===== src/rtl/usr_shift_pkg.sv =====
// Shared encodings for the universal shift register slice.
// Mode, fill and FSM state definitions.
package usr_shift_pkg;

  localparam logic [1:0] MODE_HOLD = 2'b00;
  localparam logic [1:0] MODE_SHR  = 2'b01;
  localparam logic [1:0] MODE_SHL  = 2'b10;
  localparam logic [1:0] MODE_LOAD = 2'b11;

  localparam logic [1:0] FILL_SER   = 2'b00;
  localparam logic [1:0] FILL_ROT   = 2'b01;
  localparam logic [1:0] FILL_ARITH = 2'b10;
  localparam logic [1:0] FILL_ZERO  = 2'b11;

  typedef enum logic {
    IDLE = 1'b0,
    RUN  = 1'b1
  } state_e;

endpackage


===== src/rtl/usr_shift_seq_if.sv =====
// Control/data bundle of usr_shift_seq.
// master: drives mode/fill/din/serial/start/dir/cnt; slave: drives q/ser_out/busy/done.
interface usr_shift_seq_if #(
  parameter int WIDTH = 8,
  parameter int CNT_W = 4
);
  logic [1:0]       mode;
  logic [1:0]       fill;
  logic [WIDTH-1:0] din;
  logic             ser_in_msb;
  logic             ser_in_lsb;
  logic             start;
  logic             dir;
  logic [CNT_W-1:0] cnt;
  logic [WIDTH-1:0] q;
  logic             ser_out;
  logic             busy;
  logic             done;

  modport master (
    output mode, fill, din, ser_in_msb, ser_in_lsb,
    output start, dir, cnt,
    input  q, ser_out, busy, done
  );

  modport slave (
    input  mode, fill, din, ser_in_msb, ser_in_lsb,
    input  start, dir, cnt,
    output q, ser_out, busy, done
  );
endinterface


===== src/rtl/usr_bit_cell.sv =====
// One register bit: 4:1 mux (hold/left/right/din) and flop.
// Ports: clk, rst, sel, left_i (bit above), right_i (bit below), din_i, q_o.
module usr_bit_cell
  import usr_shift_pkg::*;
(
  input  logic       clk,
  input  logic       rst,
  input  logic [1:0] sel,
  input  logic       left_i,
  input  logic       right_i,
  input  logic       din_i,
  output logic       q_o
);

  logic q_q;
  logic q_d;

  always_comb begin
    q_d = q_q;
    unique case (sel)
      MODE_HOLD: q_d = q_q;
      MODE_SHR:  q_d = left_i;
      MODE_SHL:  q_d = right_i;
      default:   q_d = din_i;
    endcase
  end

  always_ff @(posedge clk) begin
    if (rst) q_q <= 1'b0;
    else     q_q <= q_d;
  end

  assign q_o = q_q;

endmodule


===== src/rtl/usr_shift_seq.sv =====
// Universal shift register with selectable fill and counted-shift engine.
// Ports: clk, rst (sync, active-high), bus (slave side of usr_shift_seq_if).
module usr_shift_seq
  import usr_shift_pkg::*;
#(
  parameter int WIDTH = 8,
  parameter int CNT_W = 4
) (
  input  logic          clk,
  input  logic          rst,
  usr_shift_seq_if.slave bus
);

  state_e           state_q, state_d;
  logic [CNT_W-1:0] rem_q, rem_d;
  logic             dir_q, dir_d;
  logic [1:0]       fill_q, fill_d;
  logic             ser_out_q, ser_out_d;
  logic             done_q, done_d;

  logic [WIDTH-1:0] q_w;
  logic [1:0]       sel;
  logic [1:0]       eff_fill;
  logic             fill_r;
  logic             fill_l;

  // Engine owns the datapath while running; start
  // then suppresses mode for its own cycle.
  always_comb begin
    state_d   = state_q;
    rem_d     = rem_q;
    dir_d     = dir_q;
    fill_d    = fill_q;
    done_d    = 1'b0;
    sel       = MODE_HOLD;
    eff_fill  = bus.fill;
    ser_out_d = ser_out_q;
    if (state_q == RUN) begin
      sel      = dir_q ? MODE_SHL : MODE_SHR;
      eff_fill = fill_q;
      rem_d    = rem_q - CNT_W'(1);
      if (rem_q == CNT_W'(1)) begin
        state_d = IDLE;
        done_d  = 1'b1;
      end
    end else if (bus.start) begin
      if (bus.cnt != '0) begin
        state_d = RUN;
        rem_d   = bus.cnt;
        dir_d   = bus.dir;
        fill_d  = bus.fill;
      end else begin
        done_d = 1'b1;
      end
    end else begin
      sel = bus.mode;
    end
    unique case (sel)
      MODE_SHR: ser_out_d = q_w[0];
      MODE_SHL: ser_out_d = q_w[WIDTH-1];
      default:  ser_out_d = ser_out_q;
    endcase
  end

  always_comb begin
    fill_r = 1'b0;
    fill_l = 1'b0;
    unique case (eff_fill)
      FILL_SER: begin
        fill_r = bus.ser_in_msb;
        fill_l = bus.ser_in_lsb;
      end
      FILL_ROT: begin
        fill_r = q_w[0];
        fill_l = q_w[WIDTH-1];
      end
      FILL_ARITH: begin
        fill_r = q_w[WIDTH-1];
        fill_l = 1'b0;
      end
      default: begin
        fill_r = 1'b0;
        fill_l = 1'b0;
      end
    endcase
  end

  for (genvar i = 0; i < WIDTH; i++) begin : g_bit
    logic left_w;
    logic right_w;
    if (i == WIDTH - 1) begin : g_top
      assign left_w = fill_r;
    end else begin : g_mid_l
      assign left_w = q_w[i+1];
    end
    if (i == 0) begin : g_bot
      assign right_w = fill_l;
    end else begin : g_mid_r
      assign right_w = q_w[i-1];
    end
    usr_bit_cell u_cell (
      .clk     (clk),
      .rst     (rst),
      .sel     (sel),
      .left_i  (left_w),
      .right_i (right_w),
      .din_i   (bus.din[i]),
      .q_o     (q_w[i])
    );
  end

  always_ff @(posedge clk) begin
    if (rst) begin
      state_q   <= IDLE;
      rem_q     <= '0;
      dir_q     <= 1'b0;
      fill_q    <= FILL_SER;
      ser_out_q <= 1'b0;
      done_q    <= 1'b0;
    end else begin
      state_q   <= state_d;
      rem_q     <= rem_d;
      dir_q     <= dir_d;
      fill_q    <= fill_d;
      ser_out_q <= ser_out_d;
      done_q    <= done_d;
    end
  end

  assign bus.q       = q_w;
  assign bus.ser_out = ser_out_q;
  assign bus.busy    = (state_q == RUN);
  assign bus.done    = done_q;

endmodule


===== src/flat_wrapper.sv =====
// flat-port wrapper written by rule: the top's interface ports become plain ports
module usr_shift_seq_flat import usr_shift_pkg::*;
#(
  parameter int WIDTH = 8,
  parameter int CNT_W = 4
)
  (clk, rst, bus_mode, bus_fill, bus_din, bus_ser_in_msb, bus_ser_in_lsb, bus_start, bus_dir, bus_cnt, bus_q, bus_ser_out, bus_busy, bus_done);
  usr_shift_seq_if #(.WIDTH(WIDTH), .CNT_W(CNT_W)) bus_i ();
  input  logic clk;
  input  logic rst;
  input wire logic [$bits(bus_i.mode)-1:0] bus_mode;
  input wire logic [$bits(bus_i.fill)-1:0] bus_fill;
  input wire logic [$bits(bus_i.din)-1:0] bus_din;
  input wire logic [$bits(bus_i.ser_in_msb)-1:0] bus_ser_in_msb;
  input wire logic [$bits(bus_i.ser_in_lsb)-1:0] bus_ser_in_lsb;
  input wire logic [$bits(bus_i.start)-1:0] bus_start;
  input wire logic [$bits(bus_i.dir)-1:0] bus_dir;
  input wire logic [$bits(bus_i.cnt)-1:0] bus_cnt;
  output wire logic [$bits(bus_i.q)-1:0] bus_q;
  output wire logic [$bits(bus_i.ser_out)-1:0] bus_ser_out;
  output wire logic [$bits(bus_i.busy)-1:0] bus_busy;
  output wire logic [$bits(bus_i.done)-1:0] bus_done;
  assign bus_i.mode = bus_mode;
  assign bus_i.fill = bus_fill;
  assign bus_i.din = bus_din;
  assign bus_i.ser_in_msb = bus_ser_in_msb;
  assign bus_i.ser_in_lsb = bus_ser_in_lsb;
  assign bus_i.start = bus_start;
  assign bus_i.dir = bus_dir;
  assign bus_i.cnt = bus_cnt;
  assign bus_q = bus_i.q;
  assign bus_ser_out = bus_i.ser_out;
  assign bus_busy = bus_i.busy;
  assign bus_done = bus_i.done;
  usr_shift_seq #(.WIDTH(WIDTH), .CNT_W(CNT_W)) u_core (.clk(clk), .rst(rst), .bus(bus_i));
endmodule

===== config.mk =====
export PLATFORM = sky130hd
export DESIGN_NAME = usr_shift_seq_flat
export DESIGN_NICKNAME = d
export VERILOG_FILES = /design/src/rtl/usr_shift_pkg.sv /design/src/rtl/usr_shift_seq_if.sv /design/src/rtl/usr_bit_cell.sv /design/src/rtl/usr_shift_seq.sv /design/src/flat_wrapper.sv
export SDC_FILE = /design/constraint.sdc
export NUM_CORES = 1
export LEC_CHECK = 0
export CELL_PAD_IN_SITES_DETAIL_PLACEMENT = 1
export CELL_PAD_IN_SITES_GLOBAL_PLACEMENT = 2
export CORE_ASPECT_RATIO = 0.75
export CORE_MARGIN = 2
export CORE_UTILIZATION = 33
export CTS_CLUSTER_DIAMETER = 80
export CTS_CLUSTER_SIZE = 24
export DETAILED_ROUTE_END_ITERATION = 8
export GPL_ROUTABILITY_DRIVEN = 0
export PLACE_DENSITY = 0.81
export SYNTH_ARGS = -nofsm -noshare
export SYNTH_HDL_FRONTEND = slang
export SYNTH_HIERARCHICAL = 1
export SYNTH_SLANG_ARGS = --single-unit

===== constraint.sdc =====
create_clock -name clk -period 4.9 [get_ports clk]
set_clock_uncertainty 0.05 [all_clocks]
set_input_delay 0.98 -clock clk [delete_from_list [all_inputs] [get_ports clk]]
set_output_delay 0.98 -clock clk [all_outputs]
set_load 0.01 [all_outputs]

# Word-level counts from Yosys, hierarchy flattened
# Index checks and enable logic that the tools add are counted.
# totals
input_bits	22
output_inout_bits	11
reg_bits	18
elab_cells	58
# op_classes
mux	26
reduce_logical	9
n_eq_ne	6
bitwise_logic	2
n_addsub	1
# op_table
op	count
1-bit case mux with 3 select lines	9
4-bit 2-to-1 mux	3
1-bit 2-to-1 mux	8
2-bit 2-to-1 mux	4
2-bit nonzero test	3
2-bit by 1-bit equality test with 1-bit output, second input constant	2
2-bit equality test, second input constant	2
4-bit by 1-bit equality test with 1-bit output, second input constant	1
2-bit zero test	2
1-bit case mux with 2 select lines	2
2-bit AND reduction	2
4-bit nonzero test	1
4-bit by 1-bit subtractor with 4-bit output, second input constant	1
3-bit AND reduction	1
2-bit != test, second input constant	1
1-bit NOT	2

# Logic depth before layout (Yosys ltp)
# Gate-level depths: netlist (run 1).
# logic_depth
depth_word	5
depth_mapped	9

# Modules after synthesis
# The synthesis (run 1) kept the hierarchy.
# modules_own_cells
module	cells_each	n_inst	seq_area_each_um2	area_per_inst_um2
usr_bit_cell	11	8	20.0	110.1
usr_shift_seq	80	1	200.2	673.1

# Worst setup path after synthesis (run 1)
# Ideal clock, no wire load.
# synth_timing
kind	in2reg
from	input port bus_start
to	register u_core.g_bit[6].u_cell.q_q
t_arrival_ns	2.621
t_required_ns	4.747
slack_ns	2.125
n_path_buf	1
path_stages	9
path_cell_list	clkbuf_1 nand2b_1 mux2_2 inv_1 inv_1 ha_1 nand2b_1 a221oi_2 a2111oi_2
# synth_between
elab_chain_len	4
elab_cells_between_ends	6
classes_between	eq/ne (2); mux (3); reduce/logical (1)
# synth_rtl
item	line_no	rtl
start: declaration	flat_wrapper.sv:16	input wire logic [$bits(bus_i.start)-1:0] bus_start;
2-bit 2-to-1 mux (*)	usr_shift_seq.sv:46	end else if (bus.start) begin
2-bit 2-to-1 mux (*)	usr_shift_seq.sv:38	if (state_q == RUN) begin
named net u_core.sel[0]	usr_shift_seq.sv:22	logic [1:0] sel;
2-bit equality test, or another cell as far along	usr_bit_cell.sv:20	unique case (sel)
1-bit case mux with 3 select lines	usr_bit_cell.sv:20	
end signal: assignment	usr_bit_cell.sv:30	else q_q <= q_d;
end: declaration	usr_bit_cell.sv:15	logic q_q;
# The timed path passes the listed nets; every way through them passes the cells marked *.
# A chain may end at the register's enable or synchronous reset.

# Worst setup path after layout (run 1)
# layout_timing
from	input port bus_start
to	register u_core.g_bit[1].u_cell.q_q
# layout_between
elab_chain_len	4
elab_cells_between_ends	6
classes_between	eq/ne (2); mux (3); reduce/logical (1)
# layout_rtl
item	line_no
2-bit 2-to-1 mux (*)	usr_shift_seq.sv:46
2-bit 2-to-1 mux (*)	usr_shift_seq.sv:38
named net u_core.sel[0]	usr_shift_seq.sv:22
2-bit equality test, or another cell as far along	usr_bit_cell.sv:20
1-bit case mux with 3 select lines	usr_bit_cell.sv:20
end signal: assignment	usr_bit_cell.sv:30
end: declaration	usr_bit_cell.sv:15
# Marks and branches as above.

==> results.md, run 1 <==
* Hold Crit Start: u_core/dir_q$_SDFFE_PP0P_
* Nets at 242
* Ports at 33
* Final setup viols at 0
* Ys Warns at 6
* CTS Buf Count at 3
* Setup_tns at 0 ns
* Cts hold-fix bufs at 0
* Final worst path period share at 66.9%
* First DRT Iteration DRCs at 24
* Worst skew pair latency at 0.26 ns
* Initial cell density of the core at 34.6%
* Initial antenna violation count at 0
* Avg Inst Size Synth at 9.25 um^2
* Clock Sinks at 18
* R2R cell count at 7
* Count of max-cap constraint violations at 0
* Pwr Density at 267 nW/um^2
* Hold Path Depth at 2
* Synth Area in Compound Gates at 24.1%
* Gr usage total at 16.1%
* Synth Area in XOR/XNOR at 0.564%
* Die area at 5280 um^2
* Commonest non-fill, non-tap cell in the layout: clkdlybuf4s50_1
* Worst Max-Slew Pin Slew at 0.967 ns
* Start point of the critical path: bus_start
* Synth Net Count at 217
* Hold slack at 0.446 ns
* Number of synthesized flops with an enable pin at 0
* Synth Register Bits at 18
* Slew HR at 35.3%
* Mux contribution to synthesized area at 5.31%
* Area of the multi-input gates at 1010 um^2
* Sequential fraction of the synthesis area at 23.2%
* Main flop type after synthesis: dfxtp_1
* CTS tree: yes
* Vias at 1279
* Fmax at 0.305 GHz
* Drt pass-1 iters at 4
* Post-layout min period at 3.28 ns
* Final hold vios at 0
* CP Data Required Time at 4.95 ns
* Core box area at 4490 um^2
* Global-route wire length before repair at 6.86 mm
* # H-tree levels at 1
* Die Y at 63.4 um
* Worst reg2reg path startpoint: u_core/bus.busy$_SDFF_PP0_
* DPL Wire Length at 3.01 mm
* Share of layout cells above drive strength 1 at 12.0%
* Reg area at 360 um^2
* Min-Delay Path Class: register to register
* Largest net degree at the start of global routing at 20
* Vias in the first global route at 1463
* Max FO, Critical Path at 16
* Leak pwr at 0.804 nW
* Overflow after GRT at 0
* Largest family of logic cells by synthesized area: compound AO/OA/AOI/OAI gates
* Ant. Diodes at 0
* RSZ-0062 raised after global routing: false
* CTS resizes at 0
* IO Port Bufs at 32
* Status: complete, no violations
* Drt drc at 0
* Syn-to-layout area delta at 23.8%
* Post-synthesis cell count at 168
* Row cnt at 21
* Max-slew violation count at 0
* Simple-gate share of the synthesized area at 13.2%
* Clk buf depth at 2
* Critical path launch point type: primary input
* CP Capture Type: register
* Unique cell type count in the Yosys netlist at 33
* Final Util at 42.8%
* Drt total wl at 3.80 mm
* Clock slew at reported path FFs at 0.07 ns
* Ys async rst share at 0%
* Cell Area, Synth at 1550 um^2
* VDD IR max at 0.116 mV
* Critical Path AT at 3.33 ns
* Final ANT Viol Nets at 0
* Commonest cells after routing, fill and taps aside: clkdlybuf4s50_1 (32), inv_1 (29), ha_1 (27), dfxtp_1 (18)
* Post-synthesis adder-cell area fraction at 21.7%
* Die width at 83.2 um
* # Post-CTS Setup Buffers at 0
* Routed WL per cell at 15.3 um
* Fillers at 516
* Vias/cell at 5.14
* Clock root cell: clkbuf_8
* Critical path class: primary input to register
[cells in the mapped netlist (2+ instances only)]
cell type,number,area share (%)
inv_1,29,7.0
ha_1,27,22
dfxtp_1,18,23
nand2b_1,10,4.0
nor3_1,10,3.2
a2111oi_2,8,7.7
a21oi_1,8,2.6
a221oi_2,8,7.7
buf_4,8,3.9
mux2i_1,6,3.9
o21ai_0,4,1.3
nand2_1,3,0.72
nand3_1,3,0.97
nor2_1,3,0.72
a211oi_1,2,0.97
clkbuf_1,2,0.48
mux2_2,2,1.4
nor2b_1,2,0.81
[stage by stage]
stage	cell area, um^2	power (mW)	instances	worst slack (ns)
finish	1920	0.514	249	1.62
global route	1920	0.555	249	1.45
CTS	1920	0.526	249	1.59
detailed placement	1870	0.395	245	1.32
global placement	1870	0.380	245	1.48
floorplan	1550	0.329	168	2.13
[critical path, stage by stage]
cell	delay, ns
clkdlybuf4s50_1	0.55
nand2b_1	0.22
mux2_2	0.28
inv_1	0.42
inv_1	0.16
ha_1	0.28
nand2b_1	0.17
a221oi_2	0.21
a2111oi_2	0.07
[power breakdown]
part | leakage, nW | internal (mW) | total (mW) | switching [mW]
registers | 0.149 | 0.164 | 0.191 | 0.0267
logic | 0.626 | 0.101 | 0.197 | 0.0962
clock network | 0.0288 | 0.0715 | 0.126 | 0.0542
[state kept, by name, indices dropped and copies added (netlist names)]
name and flops:
u_core/g_bit.u_cell/q_o 8, u_core/rem_q 4, u_core/fill_q 2, u_core/bus.busy 1, u_core/bus.done 1, u_core/bus.ser_out 1
u_core/dir_q 1
[cell families after synthesis]
| group | count (synthesis) |
|---|---|
| buf+inv | 41 |
| mux | 8 |
| fa+ha+maj | 27 |
| xor+xnor | 1 |
| simple gates | 36 |
| compound gates | 37 |
| flops | 18 |
[layout make-up]
class	count	area share, %
Clock buffer	4	2.86
Inverter	29	5.66
Multi-Input combinational cell	109	52.4
Sequential cell	18	18.7
Tap cell	57	3.71
Timing Repair Buffer	32	16.6
[metal layers]
layer	share of wire, %	vias up	wire length (um)	track usage [%]
li1	-	636	-	-
met1	47	617	1780	19.6
met4	0.95	0	36	4.10
met5	0	-	0	0
met3	3.2	4	121	3.93
met2	49	22	1860	28.4
[worst paths after layout]
check / to / slack (ns)
worst min-delay path: u_core/dir_q$_SDFFE_PP0P_ / 0.45
worst max-delay path: u_core/g_bit[1].u_cell/q_o$_SDFFE_PP0P_ / 1.62
worst min register to register: u_core/dir_q$_SDFFE_PP0P_ / 0.45
worst max register to register: u_core/g_bit[1].u_cell/q_o$_SDFFE_PP0P_ / 2.23
Note: power is estimated with default switching activity, not from simulation.
==> run 2: changes to the inputs <==
CORE_UTILIZATION = 28   (was 33)
PLACE_DENSITY = 0.73   (was 0.81)
clock period = 3 ns   (was 4.9 ns; I/O delays follow)
==> results.md, run 2 (same netlist as run 1, synthesis figures left out) <==
* CP bufs+invs at 2 (-1)
* Overall Power at 848 uW (+65%)
* Fillers at 645 (+25%)
* Drt pass-1 iters at 4 (unchanged)
* Syn-to-layout area delta at 27.7%
* Setup_tns at 0 ns (unchanged)
* Area of the multi-input gates at 1010 um^2 (unchanged)
* Clk buf depth at 2 (unchanged)
* Slowest stage cell, crit path: a22o_1
* Max FO, Critical Path at 17 (+1)
* Drt drc at 0 (unchanged)
* Hold Crit Start: u_core/fill_q[1]$_SDFFE_PP0P_
* Ant. Diodes at 0 (unchanged)
* CTS Buf Count at 3 (unchanged)
* Critical path's top delay family: compound AO/OA/AOI/OAI gates
* Die area at 6170 um^2 (+17%)
* Gr usage total at 13.4% (-2.6 points)
* Die width at 90.0 um (+8.1%)
* Start point of the critical path: bus_start
* Share of layout cells above drive strength 1 at 14.2% (+2.2 points)
* Clock Sinks at 18 (unchanged)
* Largest net degree at the start of global routing at 18 (-10%)
* IO Port Bufs at 32 (unchanged)
* Most Crowded Layer GR: met2
* Vias in the first global route at 1428 (-2.4%)
* Comb pwr share at 39.3% (+0.9 points)
* Routed WL per cell at 14.5 um (-4.8%)
* Final non-filler cell total at 272 (+9.2%)
* Final ANT Viol Nets at 0 (unchanged)
* Worst reg2reg path startpoint: u_core/bus.busy$_SDFF_PP0_
* Nets at 247 (+2.1%)
* Slew HR at 44.2% (+8.9 points)
* Int Power at 555 uW (+65%)
* Flop pwr share at 36.3% (-0.9 points)
* Core box area at 5350 um^2 (+19%)
* Worst skew pair latency at 0.25 ns (about the same)
* CP max stage delay at 0.55 ns (about the same)
* Leak pwr at 0.828 nW (+3.0%)
* Critical path launch point type: primary input
* Clock Power Share at 24.4% (about the same)
* Clock slew at reported path FFs at 0.08 ns (about the same)
* # Post-CTS Setup Buffers at 0 (unchanged)
* Final worst setup slack at 0.487 ns (-1.14 ns)
* Commonest non-fill, non-tap cell in the layout: clkdlybuf4s50_1
* Pwr Density at 427 nW/um^2 (+60%)
* VDD IR max at 0.204 mV (+76%)
* Post-placement worst setup slack at 0.184 ns (-1.14 ns)
* CP Capture Type: register
* Fmax at 0.398 GHz
* Initial antenna violation count at 0 (unchanged)
* Ports at 33 (unchanged)
* Final worst path period share at 83.8%
* # H-tree levels at 1 (unchanged)
* Met1 Use GR at 15.3% (-4.2 points)
* Status: complete, no violations
* Switch Pwr at 292 uW (+65%)
* Commonest cells after routing, fill and taps aside: clkdlybuf4s50_1 (32), inv_1 (29), ha_1 (27), dfxtp_1 (18)
* M3 GR Usage at 2.17% (-1.8 points)
* Min-Delay Path Class: register to register
* Grt met2 use at 26.9% (-1.5 points)
* Row cnt at 23 (+9.5%)
* Vias at 1317 (+3.0%)
* Critical path class: primary input to register
* Final hold vios at 0 (unchanged)
* Worst Max-Slew Pin Slew at 0.830 ns (-0.138 ns)
* CTS tree: yes
* Count of max-cap constraint violations at 0 (unchanged)
* Max-slew violation count at 0 (unchanged)
* Number of flip-flops in the largest register at 8 (unchanged)
* CTS resizes at 0 (unchanged)
* Reg area at 360 um^2 (unchanged)
* Cell Chain, Critical Path: clkdlybuf4s50_1 -> nor2_1 -> a22o_1 -> inv_1 -> ha_1 -> nand2b_1 -> a221oi_2 -> a2111oi_2
* Cts hold-fix bufs at 0 (unchanged)
* Drt total wl at 3.95 mm (+4.0%)
* Final setup viols at 0 (unchanged)
* Vias/cell at 4.84 (-5.7%)
* DPL Wire Length at 3.20 mm (+6.5%)
* RSZ-0062 raised after global routing: false
* Global-route wire length before repair at 6.67 mm (-2.8%)
* Overflow after GRT at 0 (unchanged)
* Initial cell density of the core at 29.0% (-5.6 points)
* Sw Share at 34.5% (+0.039 points)
* Die Y at 68.5 um (+8.0%)
* First DRT Iteration DRCs at 29 (+21%)
* Inst Count DP at 268 (+9.4%)
* Critical Path AT at 2.62 ns (-0.71 ns)
* Clock root cell: clkbuf_8
* Hold slack at 0.467 ns (+0.0215 ns)
* CP Data Required Time at 3.11 ns (-1.84 ns)
* Post-layout min period at 2.51 ns
## run 2: cell types whose count changed in the layout (fill, tap and decap cells not counted), sizes merged
| cell | previous run | this run |
|---|---|---|
| buf | 0 | 5 |
## run 2: path summary, 6_finish.rpt
kind                                                           endpoint  slack, ns  depth (start not counted)
worst max-delay path            u_core/g_bit[7].u_cell/q_o$_SDFFE_PP0P_       0.49                          8
worst min-delay path                      u_core/fill_q[1]$_SDFFE_PP0P_       0.47                          2
worst max register to register  u_core/g_bit[7].u_cell/q_o$_SDFFE_PP0P_       0.94                          7
worst min register to register            u_core/fill_q[1]$_SDFFE_PP0P_       0.47                          2
## run 2: power by group through the flow
stage / registers [mW] / clock network (mW) / logic (mW)
after global routing: 0.313 / 0.227 / 0.372
after global placement: 0.314 / 0 / 0.316
after detailed placement: 0.315 / 0 / 0.337
after floorplan: 0.301 / 0 / 0.237
final: 0.308 / 0.207 / 0.333
after CTS: 0.310 / 0.216 / 0.338
## run 2: worst reg2reg max path: cells and delay by family (launching register included)
family,cells,cell delay [ns]
DFF,1,0.34
adders and majority gates,1,0.33
AOI/OAI and AO/OA,3,0.88
buffers and inverters,1,0.16
and+or+nand+nor,2,0.22
## run 2: metrics by stage
stage | instance area [um^2] | utilization [%]
floorplan | 1550 | -
global placement | 1930 | 36.0
detailed placement | 1930 | 36.0
CTS | 1980 | 37.1
global route | 1980 | 37.1
finish | 1980 | 37.1
## run 2: area by class of cell
cell class	instances	share of cell area (%)
multi-input cells	109	50.8
inverters	29	5.49
repair buffers	37	18.0
flip-flops and latches	18	18.2
well taps	75	4.73
clock buffers	4	2.77
## run 2: metal layers
metal	vias to the layer above	routed length, um
met1	652	1780
met2	19	2040
met4	0	35
met5	-	0
li1	644	-
met3	2	101
==> run 3: changes to the inputs <==
CORE_UTILIZATION = 31   (was 28)
PLACE_DENSITY = 0.77   (was 0.73)
clock period = 2.5 ns   (was 3 ns; I/O delays follow)
==> results.md, run 3 (same netlist as run 1, synthesis figures left out) <==
* Status: finished with violations
* Failing checks: DRC
* Drt total wl at 3.89 mm (-1.6%)
* # H-tree levels at 1 (unchanged)
* Core box area at 4870 um^2 (-9.0%)
* Critical Path AT at 2.40 ns (-0.22 ns)
* Commonest non-fill, non-tap cell in the layout: clkdlybuf4s50_1
* Share of layout cells above drive strength 1 at 17.6% (+3.3 points)
* VDD IR max at 0.169 mV (-17%)
* Setup_tns at 0 ns (unchanged)
* Cts hold-fix bufs at 0 (unchanged)
* Worst Max-Slew Pin Slew at 0.463 ns (-0.366 ns)
* Overflow after GRT at 0 (unchanged)
* Worst skew pair latency at 0.26 ns (about the same)
* Cell Chain, Critical Path: clkdlybuf4s50_1 -> nand2b_1 -> mux2_2 -> inv_1 -> buf_12 -> inv_1 -> ha_1 -> nand2b_1 -> a221oi_2 -> a2111oi_2
* First DRT Iteration DRCs at 28 (-3.4%)
* Syn-to-layout area delta at 31.6%
* Clk buf depth at 2 (unchanged)
* Final hold vios at 0 (unchanged)
* Die area at 5600 um^2 (-9.2%)
* Placed cell areas at 2000 um^2 (+3.8%)
* Vias/cell at 4.97 (+2.6%)
* Clock root cell: clkbuf_8
* Hold slack at 0.449 ns (-0.0186 ns)
* Die Y at 65.3 um (-4.7%)
* Critical path launch point type: primary input
* CTS resizes at 0 (unchanged)
* Clock Sinks at 18 (unchanged)
* Drt pass-1 iters at 6 (+2)
* Pwr Density at 496 nW/um^2 (+16%)
* Fillers at 570 (-12%)
* Post-layout min period at 2.29 ns
* Leak pwr at 0.872 nW (+5.3%)
* Post-placement worst setup slack at -0.0939 ns (-0.278 ns)
* Count of max-cap constraint violations at 0 (unchanged)
* Critical path class: primary input to register
* Post-Layout Inst Area at 2040 um^2 (+3.0%)
* Largest net degree at the start of global routing at 18 (unchanged)
* Row cnt at 22 (-4.3%)
* CP max stage delay at 0.44 ns (-0.11 ns)
* Max-slew violation count at 0 (unchanged)
* Clock slew at reported path FFs at 0.08 ns (about the same)
* # Post-CTS Setup Buffers at 0 (unchanged)
* DPL Wire Length at 3.11 mm (-2.8%)
* Nets at 256 (+3.6%)
* CTS tree: yes
* Ports at 33 (unchanged)
* Critical path's top delay family: buffers and inverters
* Fmax at 0.436 GHz
* Slowest stage cell, crit path: clkdlybuf4s50_1
* Final worst path period share at 91.7%
* Vias at 1317 (unchanged)
* Number of flip-flops in the largest register at 8 (unchanged)
* RSZ-0062 raised after global routing: false
* CTS Buf Count at 3 (unchanged)
* Slew HR at 68.7% (+25 points)
* Vias in the first global route at 1399 (-2.0%)
* Commonest cells after routing, fill and taps aside: clkdlybuf4s50_1 (32), inv_1 (29), ha_1 (27), dfxtp_1 (18), buf_4 (12)
* Initial antenna violation count at 0 (unchanged)
* CP bufs+invs at 4 (+2)
* Ant. Diodes at 0 (unchanged)
* Final ANT Viol Nets at 0 (unchanged)
* Final setup viols at 0 (unchanged)
* CP Data Required Time at 2.61 ns (-0.50 ns)
* Global-route wire length before repair at 6.63 mm (-0.53%)
* Die width at 85.8 um (-4.7%)
* Max FO, Critical Path at 14 (-3)
* IO Port Bufs at 32 (unchanged)
* Initial cell density of the core at 31.9% (+2.9 points)
* CP Capture Type: register
* Gr usage total at 14.9% (+1.5 points)
* Routed WL per cell at 14.7 um (+0.95%)
* Drt drc at 2 (+2)
* Final worst setup slack at 0.208 ns (-0.280 ns)
* Min-Delay Path Class: register to register
==> run 3: cell types whose count changed in the layout (fill, tap and decap cells not counted), sizes merged <==
cell    change
buf         +9
clkbuf      -1
==> run 3: path summary, 6_finish.rpt <==
kind,slack (ns),start,cells past startpoint,end
max reg2reg,0.43,u_core/bus.busy$_SDFF_PP0_,8,u_core/g_bit[6].u_cell/q_o$_SDFFE_PP0P_
min reg2reg,0.45,u_core/fill_q[0]$_SDFFE_PP0P_,2,u_core/fill_q[0]$_SDFFE_PP0P_
max,0.21,bus_start,10,u_core/g_bit[6].u_cell/q_o$_SDFFE_PP0P_
min,0.45,u_core/fill_q[0]$_SDFFE_PP0P_,2,u_core/fill_q[0]$_SDFFE_PP0P_
==> run 3: final cells by class <==
cell class	instances	area, um^2	area share [%]
Timing Repair Buffer	46	450	22.0
Inverter	29	109	5.32
Multi-Input combinational cell	109	1010	49.3
Sequential cell	18	360	17.6
Tap cell	60	75.1	3.67
Clock buffer	3	41.3	2.02
==> run 3: through the flow <==
step / util (%) / total power, mW / cells
4_1_cts: 42.0 / 1.03 / 265
2_1_floorplan: - / 0.646 / 168
3_3_place_gp: 41.1 / 0.785 / 262
5_1_grt: 42.0 / 1.09 / 265
3_5_place_dp: 41.1 / 0.808 / 262
6_report: 42.0 / 1.01 / 265
==> run 3: where the power goes <==
group | internal (mW) | switching (mW) | total (mW)
clock network | 0.107 | 0.108 | 0.216
logic | 0.229 | 0.199 | 0.427
registers | 0.322 | 0.0484 | 0.370
==> run 3: worst min-delay path, cell delays in order, from the launching register on <==
cell and delay, ns:
dfxtp_1 0.31, o21ai_0 0.08, a21oi_1 0.07
==> run 3: layer usage <==
| metal | routed length [um] | up-vias | global-route usage (%) |
|---|---|---|---|
| li1 | - | 661 | - |
| met1 | 1880 | 628 | 19.3 |
| met2 | 1820 | 22 | 24.9 |
| met3 | 116 | 6 | 2.76 |
| met4 | 73 | 0 | 5.56 |
| met5 | 0 | - | 0 |
